`src/rtl/map_distributor.sv`:
```
// Round-robin distributor: deals one job's word stream across NUM_MAPPERS registered lanes.
// Optional per-lane handshake counters are built when MAP_DIST_LANE_COUNT_EN is defined.
module map_distributor #(
  parameter int unsigned NUM_MAPPERS = 4,
  parameter int unsigned DATA_WIDTH  = 32,
  parameter int unsigned BURST_LEN   = 1
) (
  input  logic                              i_clk,
  input  logic                              i_rst_n,
  input  logic [DATA_WIDTH-1:0]             i_data,
  input  logic                              i_valid,
  input  logic                              i_last,
  output logic                              o_ready,
  output logic [NUM_MAPPERS*DATA_WIDTH-1:0] o_mapper_data,
  output logic [NUM_MAPPERS-1:0]            o_mapper_valid,
  input  logic [NUM_MAPPERS-1:0]            i_mapper_ready,
  output logic                              o_done,
  output logic [31:0]                       o_word_count,
  output logic [NUM_MAPPERS*32-1:0]         o_lane_count
);

  localparam int unsigned PtrW   = (NUM_MAPPERS > 1) ? $clog2(NUM_MAPPERS) : 1;
  localparam int unsigned BurstW = $clog2(BURST_LEN + 1);
  localparam logic [PtrW-1:0]   PtrLast   = PtrW'(NUM_MAPPERS - 1);
  localparam logic [BurstW-1:0] BurstLast = BurstW'(BURST_LEN - 1);

  typedef enum logic [0:0] {StRun, StDrain} state_e;

  state_e                            state_q, state_d;
  logic [PtrW-1:0]                   ptr_q, ptr_d;
  logic [BurstW-1:0]                 burst_cnt_q, burst_cnt_d;
  logic [31:0]                       job_cnt_q, job_cnt_d;
  logic [NUM_MAPPERS*DATA_WIDTH-1:0] lane_data_q, lane_data_d;
  logic [NUM_MAPPERS-1:0]            lane_valid_q, lane_valid_d;
  logic                              done_q, done_d;
  logic [31:0]                       word_count_q, word_count_d;
  logic                              accept;
  logic                              job_end;

  // Ready depends only on registered state, never on the mapper ready inputs.
  assign o_ready = (state_q == StRun) && !lane_valid_q[ptr_q];
  assign accept  = i_valid && o_ready;
  assign job_end = (state_q == StDrain) && (lane_valid_q == '0);

  always_comb begin
    state_d      = state_q;
    ptr_d        = ptr_q;
    burst_cnt_d  = burst_cnt_q;
    job_cnt_d    = job_cnt_q;
    lane_data_d  = lane_data_q;
    lane_valid_d = lane_valid_q & ~i_mapper_ready;
    done_d       = 1'b0;
    word_count_d = word_count_q;

    if (accept) begin
      lane_data_d[ptr_q*DATA_WIDTH +: DATA_WIDTH] = i_data;
      lane_valid_d[ptr_q] = 1'b1;
      job_cnt_d = job_cnt_q + 32'd1;
      if (burst_cnt_q == BurstLast) begin
        burst_cnt_d = '0;
        ptr_d       = (ptr_q == PtrLast) ? '0 : ptr_q + PtrW'(1);
      end else begin
        burst_cnt_d = burst_cnt_q + BurstW'(1);
      end
      if (i_last) begin
        state_d = StDrain;
      end
    end

    if (job_end) begin
      done_d       = 1'b1;
      word_count_d = job_cnt_q;
      job_cnt_d    = '0;
      ptr_d        = '0;
      burst_cnt_d  = '0;
      state_d      = StRun;
    end
  end

  always_ff @(posedge i_clk or negedge i_rst_n) begin
    if (!i_rst_n) begin
      state_q      <= StRun;
      ptr_q        <= '0;
      burst_cnt_q  <= '0;
      job_cnt_q    <= '0;
      lane_data_q  <= '0;
      lane_valid_q <= '0;
      done_q       <= 1'b0;
      word_count_q <= '0;
    end else begin
      state_q      <= state_d;
      ptr_q        <= ptr_d;
      burst_cnt_q  <= burst_cnt_d;
      job_cnt_q    <= job_cnt_d;
      lane_data_q  <= lane_data_d;
      lane_valid_q <= lane_valid_d;
      done_q       <= done_d;
      word_count_q <= word_count_d;
    end
  end

  assign o_mapper_data  = lane_data_q;
  assign o_mapper_valid = lane_valid_q;
  assign o_done         = done_q;
  assign o_word_count   = word_count_q;

`ifdef MAP_DIST_LANE_COUNT_EN
  logic [NUM_MAPPERS*32-1:0] lane_cnt_q, lane_cnt_d;
  logic [NUM_MAPPERS*32-1:0] lane_count_q, lane_count_d;

  // Lanes are all empty at job end, so no handshake can race the snapshot.
  always_comb begin
    lane_cnt_d   = lane_cnt_q;
    lane_count_d = lane_count_q;
    for (int unsigned k = 0; k < NUM_MAPPERS; k++) begin
      if (lane_valid_q[k] && i_mapper_ready[k]) begin
        lane_cnt_d[k*32 +: 32] = lane_cnt_q[k*32 +: 32] + 32'd1;
      end
    end
    if (job_end) begin
      lane_count_d = lane_cnt_q;
      lane_cnt_d   = '0;
    end
  end

  always_ff @(posedge i_clk or negedge i_rst_n) begin
    if (!i_rst_n) begin
      lane_cnt_q   <= '0;
      lane_count_q <= '0;
    end else begin
      lane_cnt_q   <= lane_cnt_d;
      lane_count_q <= lane_count_d;
    end
  end

  assign o_lane_count = lane_count_q;
`else
  assign o_lane_count = '0;
`endif

endmodule

```
`config.mk`:
```
export PLATFORM = sky130hd
export DESIGN_NAME = map_distributor
export DESIGN_NICKNAME = d
export VERILOG_FILES = /design/src/rtl/map_distributor.sv
export SDC_FILE = /design/constraint.sdc
export NUM_CORES = 1
export LEC_CHECK = 0
export ABC_AREA = 1
export CORE_AREA = 2 2 153 155
export CTS_BUF_LIST = sky130_fd_sc_hd__clkbuf_4 sky130_fd_sc_hd__clkbuf_8 sky130_fd_sc_hd__clkbuf_16
export DETAILED_ROUTE_END_ITERATION = 6
export DIE_AREA = 0 0 155 157
export GPL_TIMING_DRIVEN = 1
export PLACE_DENSITY = 0.83
export SYNTH_ARGS = -nofsm -noshare
export SYNTH_HDL_FRONTEND = slang
export SYNTH_SLANG_ARGS = --single-unit
```
`constraint.sdc`:
```
create_clock -name i_clk -period 3 [get_ports i_clk]
set_input_delay 0.3 -clock i_clk [delete_from_list [all_inputs] [get_ports i_clk]]
set_output_delay 0.3 -clock i_clk [all_outputs]
set_load 0.005 [all_outputs]
```
Yosys cells after proc, flatten, opt, wreduce, memory -nomap -nowiden:

Cells that the tools add are included.

* bits in latches: 0
* memories: 0
* memory bits (writable): 0
* output and inout bits: 294
* register bits: 201
* memory bits (read-only): 0

* add/subtract/negate cells: 4
* equal/unequal tests: 2
* multipliers: 0
* div/mod/pow operators: 0
* $lt $le $gt $ge: 2
* reduce and logical (&&, ||, !) cells: 10
* bitwise logic cells: 4
* shift operators: 2
* multiplexer cells: 19

Operator list (number)
* $bwmux W128: 1
* $shift A32 B34 Y128 const A: 1
* $shiftx A32 B34 Y128: 1
* $mux W32: 2
* $neg A7 Y34: 1
* $add A32 B1 Y32 const B: 1
* $mux W1: 9
* $mux W2: 4
* $and A4 B4 Y4: 1
* $logic_and A1 B1 Y1: 4
* $logic_not A4 Y1: 1
* $mux W4: 1
* $not A4 Y4: 1
* $or A4 B4 Y4: 1
* $reduce_and A2 Y1: 2
* $reduce_bool A2 Y1: 2
* $lt A2 B3 Y1 const B: 1
* $add A2 B1 Y2 const B: 1
* $bmux W1 S2: 1
* $demux W1 S2: 1
* $eq A2 B2 Y1 const B: 1
* $ge A2 B1 Y1 const B: 1
* $ne A2 B1 Y1 const B: 1
* $add A1 B1 Y1 const B: 1
* other kinds (2): 2

Longest topological paths before layout:

* depth after elaboration: 7
* mapped depth: 12

Worst setup path after synthesis:

No wires, ideal clock.

* path kind: reg2reg
* start: register ptr_q[0]
* end: register lane_data_q[73], in the netlist o_mapper_data[73]
* library setup time: 0.065 ns
* path slack: 0.809 ns
* stages on the path, launching flop included: 10
* arrival: 2.126 ns
* path buffers: 3
* clock period less this slack: 2.191 ns
* required time: 2.935 ns
* cell sequence: dfrtp_1 buf_4 inv_2 buf_4 ha_1 inv_1 nor3_1 clkbuf_1 nand3_1 nand2_1

* cells in the longest elaborated chain, start to end: 5
* elaborated cells on any way between the ends: 9
* those cells by class: add/sub (1); shift (2); mux (3); reduce/logical (3)

RTL lines
* start, declared: RTL line 30 `logic [PtrW-1:0] ptr_q, ptr_d;`
* start signal, assigned: RTL line 92 `ptr_q <= ptr_d;`
* parallel branches: the longest is 5 deep, another holds $neg A7 Y34
* end signal, assigned: RTL line 95 `lane_data_q <= lane_data_d;`
* end, declared: RTL line 33 `logic [NUM_MAPPERS*DATA_WIDTH-1:0] lane_data_q, lane_data_d;`

Parallel ways; which one is timed is not known. The select of a mux whose other input is x is not followed.
A chain may end at the register's enable or synchronous reset.

Worst setup path in the final report:

* start: register ptr_q[1]
* end: register job_cnt_q[10]

* cells in the longest elaborated chain, start to end: 6

RTL lines
* $bmux W1 S2: RTL line 41 `assign o_ready = (state_q == StRun) && !lane_valid_q[ptr_q];`
* $mux W1 (implied by the code): RTL line 41
* $logic_not A1 Y1: RTL line 41
* $logic_and A1 B1 Y1: RTL line 41
* $logic_and A1 B1 Y1: RTL line 42 `assign accept = i_valid && o_ready;`
* $reduce_bool A2 Y1 (no source line)
* end signal, assigned: RTL line 94 `job_cnt_q <= job_cnt_d;`
* end, declared: RTL line 32 `logic [31:0] job_cnt_q, job_cnt_d;`

No other way between the ends. The select of a mux whose other input is x is not followed.

==> impl_metrics.csv <==
group,metric,value,unit
status,status,"finished clean",
cells_and_area,area_delta_synth_final,25.2,%
setup_path,worst_ep_required_time,3.33,ns
cells_and_area,antennaDiodeCount,0,
power_and_ir_drop,total_power,0.00956,W
placed_design,port_buffers,205,
sta,slew_violations,0,
power_and_ir_drop,p_clk_frac,0.258,
setup_path,cp_slowest_cell,"inv_2",
synthesis,synthCells,1257,
synthesis,synth_top_area_cell,"dfrtp_1",
cts,clk_latency,0.45,ns
setup_path,cp-start-kind,"flip-flop",
synthesis,syn_area,0.0100,mm2
power_and_ir_drop,power.density,764,mW/mm2
synthesis,ys.warnings.count,0,
cells_and_area,drive_gt1_frac,0.0474,
sta,worst_pin_slew,0.786,ns
sta,setup_violations,0,
setup_path,endpoint_kind,"flip-flop",
power_and_ir_drop,p_seq_frac,0.371,
power_and_ir_drop,switchingPower,0.00366,W
placed_design,place_hpwl,19.9,mm
global_route,track_usage,0.237,
cts,clk_pin_slew,0.08,ns
global_route,first_global_vias,8379,
power_and_ir_drop,combPwrFrac,0.372,
cts,root_buffer,"clkbuf_16",
sta,tns,0,ns
placed_design,place_area,0.0119,mm2
setup_path,slowest_delay,0.60,ns
cts,cts_made_buffers,17,
sta,fmax,434,MHz
worst_hold_path,hp-class,"in -> reg",
synthesis,synth_top_area_share,0.501,
cells_and_area,design_area,0.0125,mm2
sta,rsz0062_at_grt,"no",
routing,vias_per_cell,5.00,
global_route,grt_first_pass_wirelength,44.8,mm
cells_and_area,nets,1491,
cells_and_area,final_cells,1740,
routing,wire_per_inst,16.4,um
setup_path,ff2ff_path_depth,8,
placed_design,place_ws,0.696,ns
sta,finalCritPeriodShare,0.768,
global_route,grt_max_degree,94,
power_and_ir_drop,p_int,0.00590,W
power_and_ir_drop,ir_worst_vdd,0.000392,V
routing,wl,28.5,mm
synthesis,yosys-top-cells-area,"dfrtp_1 (50%), nand2_1 (15%), buf_4 (9.8%)",
floorplan,chipHeight,157,um
synthesis,ys_seq_area_frac,0.501,
floorplan,die_area,0.0243,mm2
sta,hold_violations,0,
setup_path,worstPathArrival,2.63,ns
setup_path,setup.worst_path.class,"reg -> reg",
setup_path,rrSetupSlack,0.70,ns
cts,htreeDepth,4,
sta,fin_crit,2.30,ns
cts,cts_resized,0,
global_route,grt_antenna_before_repair,0,
synthesis,yosysUniqueCellTypes,23,
cts,clock_path_buffers,2,
floorplan,start_util,0.444,
power_and_ir_drop,p_sw_frac,0.382,
routing,drc_errors,0,
placed_design,gp_routability_congestion,0.876,
cts,postCtsSetupBuffers,0,
setup_path,cp_cell_sequence,"inv_1, nand3_1, nand2_1, nand3_4, inv_2, nand3_1, nand2_1, nor2_1",
sta,skew,0.0174,ns
setup_path,crit_fanout,43,
floorplan,ios,334,
placed_design,dpl.cell_count,1707,
power_and_ir_drop,leakage,6.37,nW
job,drv_cap,0,
global_route,grt_overflow_total,0,
routing,first_pass_iters,5,
floorplan,rows,55,
routing,ant_nets,0,
routing,dr.first_iter.drc_count,571,
cts,cts_tree,"built",
worst_hold_path,worstHoldPathCells,2,
floorplan,core_area,0.0225,mm2
synthesis,avgSynthCellArea,7.95,um2
sta,slew_headroom,0.476,
sta,fin_ws,0.696,ns
floorplan,die_width,155,um
routing,vias,8694,
synthesis,synth-seq-cells,200,
cts,clock-sinks,200,
per-stage QoR:
step	util	hold slack (ns)
floorplan	-	0.00441
global placement	0.527	0.426
finish	0.556	0.433
global route	0.556	0.419
CTS	0.556	0.419
detailed placement	0.527	0.426
power groups by stage:
stage | logic (W) | registers, W | clock network, W
global placement | 0.00347 | 0.00357 | 0
CTS | 0.00356 | 0.00354 | 0.00250
floorplan | 0.00176 | 0.00358 | 0
finish | 0.00355 | 0.00354 | 0.00246
global route | 0.00391 | 0.00361 | 0.00261
detailed placement | 0.00354 | 0.00357 | 0
cell usage in the layout, fill, tap and decap left out, types with 6 or more instances in the layout:
| cell | n |
|---|---|
| nor2_1 | 75 |
| ha_1 | 9 |
| clkdlybuf4s50_1 | 204 |
| buf_4 | 20 |
| nand3_1 | 149 |
| nand2_1 | 399 |
| o21ai_1 | 6 |
| dfrtp_1 | 199 |
| nor3_1 | 8 |
| conb_1 | 128 |
| o21ai_0 | 106 |
| clkbuf_16 | 17 |
| inv_1 | 78 |
| a21oi_1 | 6 |
| nand4_1 | 13 |
cell type report:
type | instances | area [um2]
sequential | 200 | 5010
timing repair buffer | 227 | 2240
tap | 285 | 357
multi-input combinational | 914 | 3970
clock buffer | 18 | 433
inverter | 82 | 308
fill | 1997 | 9990
clock inverter | 14 | 205
synthesized netlist by cell type (all sizes together):
| library cell | count |
|---|---|
| nand2 | 399 |
| dfrtp | 200 |
| buf | 151 |
| nand3 | 151 |
| o21ai | 112 |
| inv | 82 |
| nor2 | 81 |
| clkbuf | 37 |
| nand4 | 13 |
| nor3 | 10 |
| ha | 9 |
| a21oi | 6 |
| o22ai | 3 |
| xor2 | 2 |
| conb | 1 |
state kept, by name (all words and copies together) (netlist names):
name            cells
job_cnt_q          32
o_mapper_valid      4
ptr_q               2
o_word_count       32
state_q             1
o_mapper_data     128
o_done              1
cell families after synthesis:
group                      count (synthesis)  share of synthesized area
and+or+nand+nor                          654                      0.272
buffers and inverters                    270                      0.153
DFF                                      200                      0.501
AOI/OAI and AO/OA                        121                     0.0610
adders and majority gates                  9                     0.0113
xor gates and xnor gates                   2                    0.00175
other                                      1                   0.000375
metal layers:
layer | vias up | track usage | wire length [um]
met5 | - | 0 | 0
met4 | 0 | 0.0666 | 536
met3 | 42 | 0.0873 | 2820
met2 | 383 | 0.407 | 14300
met1 | 4160 | 0.279 | 10900
li1 | 4109 | - | -
final timing paths:
kind                                    from           endpoint
setup / recovery                    ptr_q[1]      job_cnt_q[10]
hold / removal             i_mapper_ready[3]  o_mapper_valid[3]
setup reg to reg                    ptr_q[1]      job_cnt_q[10]
hold reg to reg            o_mapper_data[34]  o_mapper_data[34]
max in group asynchronous            i_rst_n  o_mapper_data[25]
min in group asynchronous            i_rst_n       job_cnt_q[8]
repair_timing:
action / CTS / global route
hold buffers: 1 / 0
endpoints found under the hold margin: 89 / 0
setup endpoints to repair: 0 / 0
worst max-delay path, delay by kind of cell, from the launching register on:
kind,cells,cell delay [ns]
simple gates,6,0.95
buf+inv,2,0.80
flops,1,0.45
No activity file was read; power rests on OpenSTA's default activity.
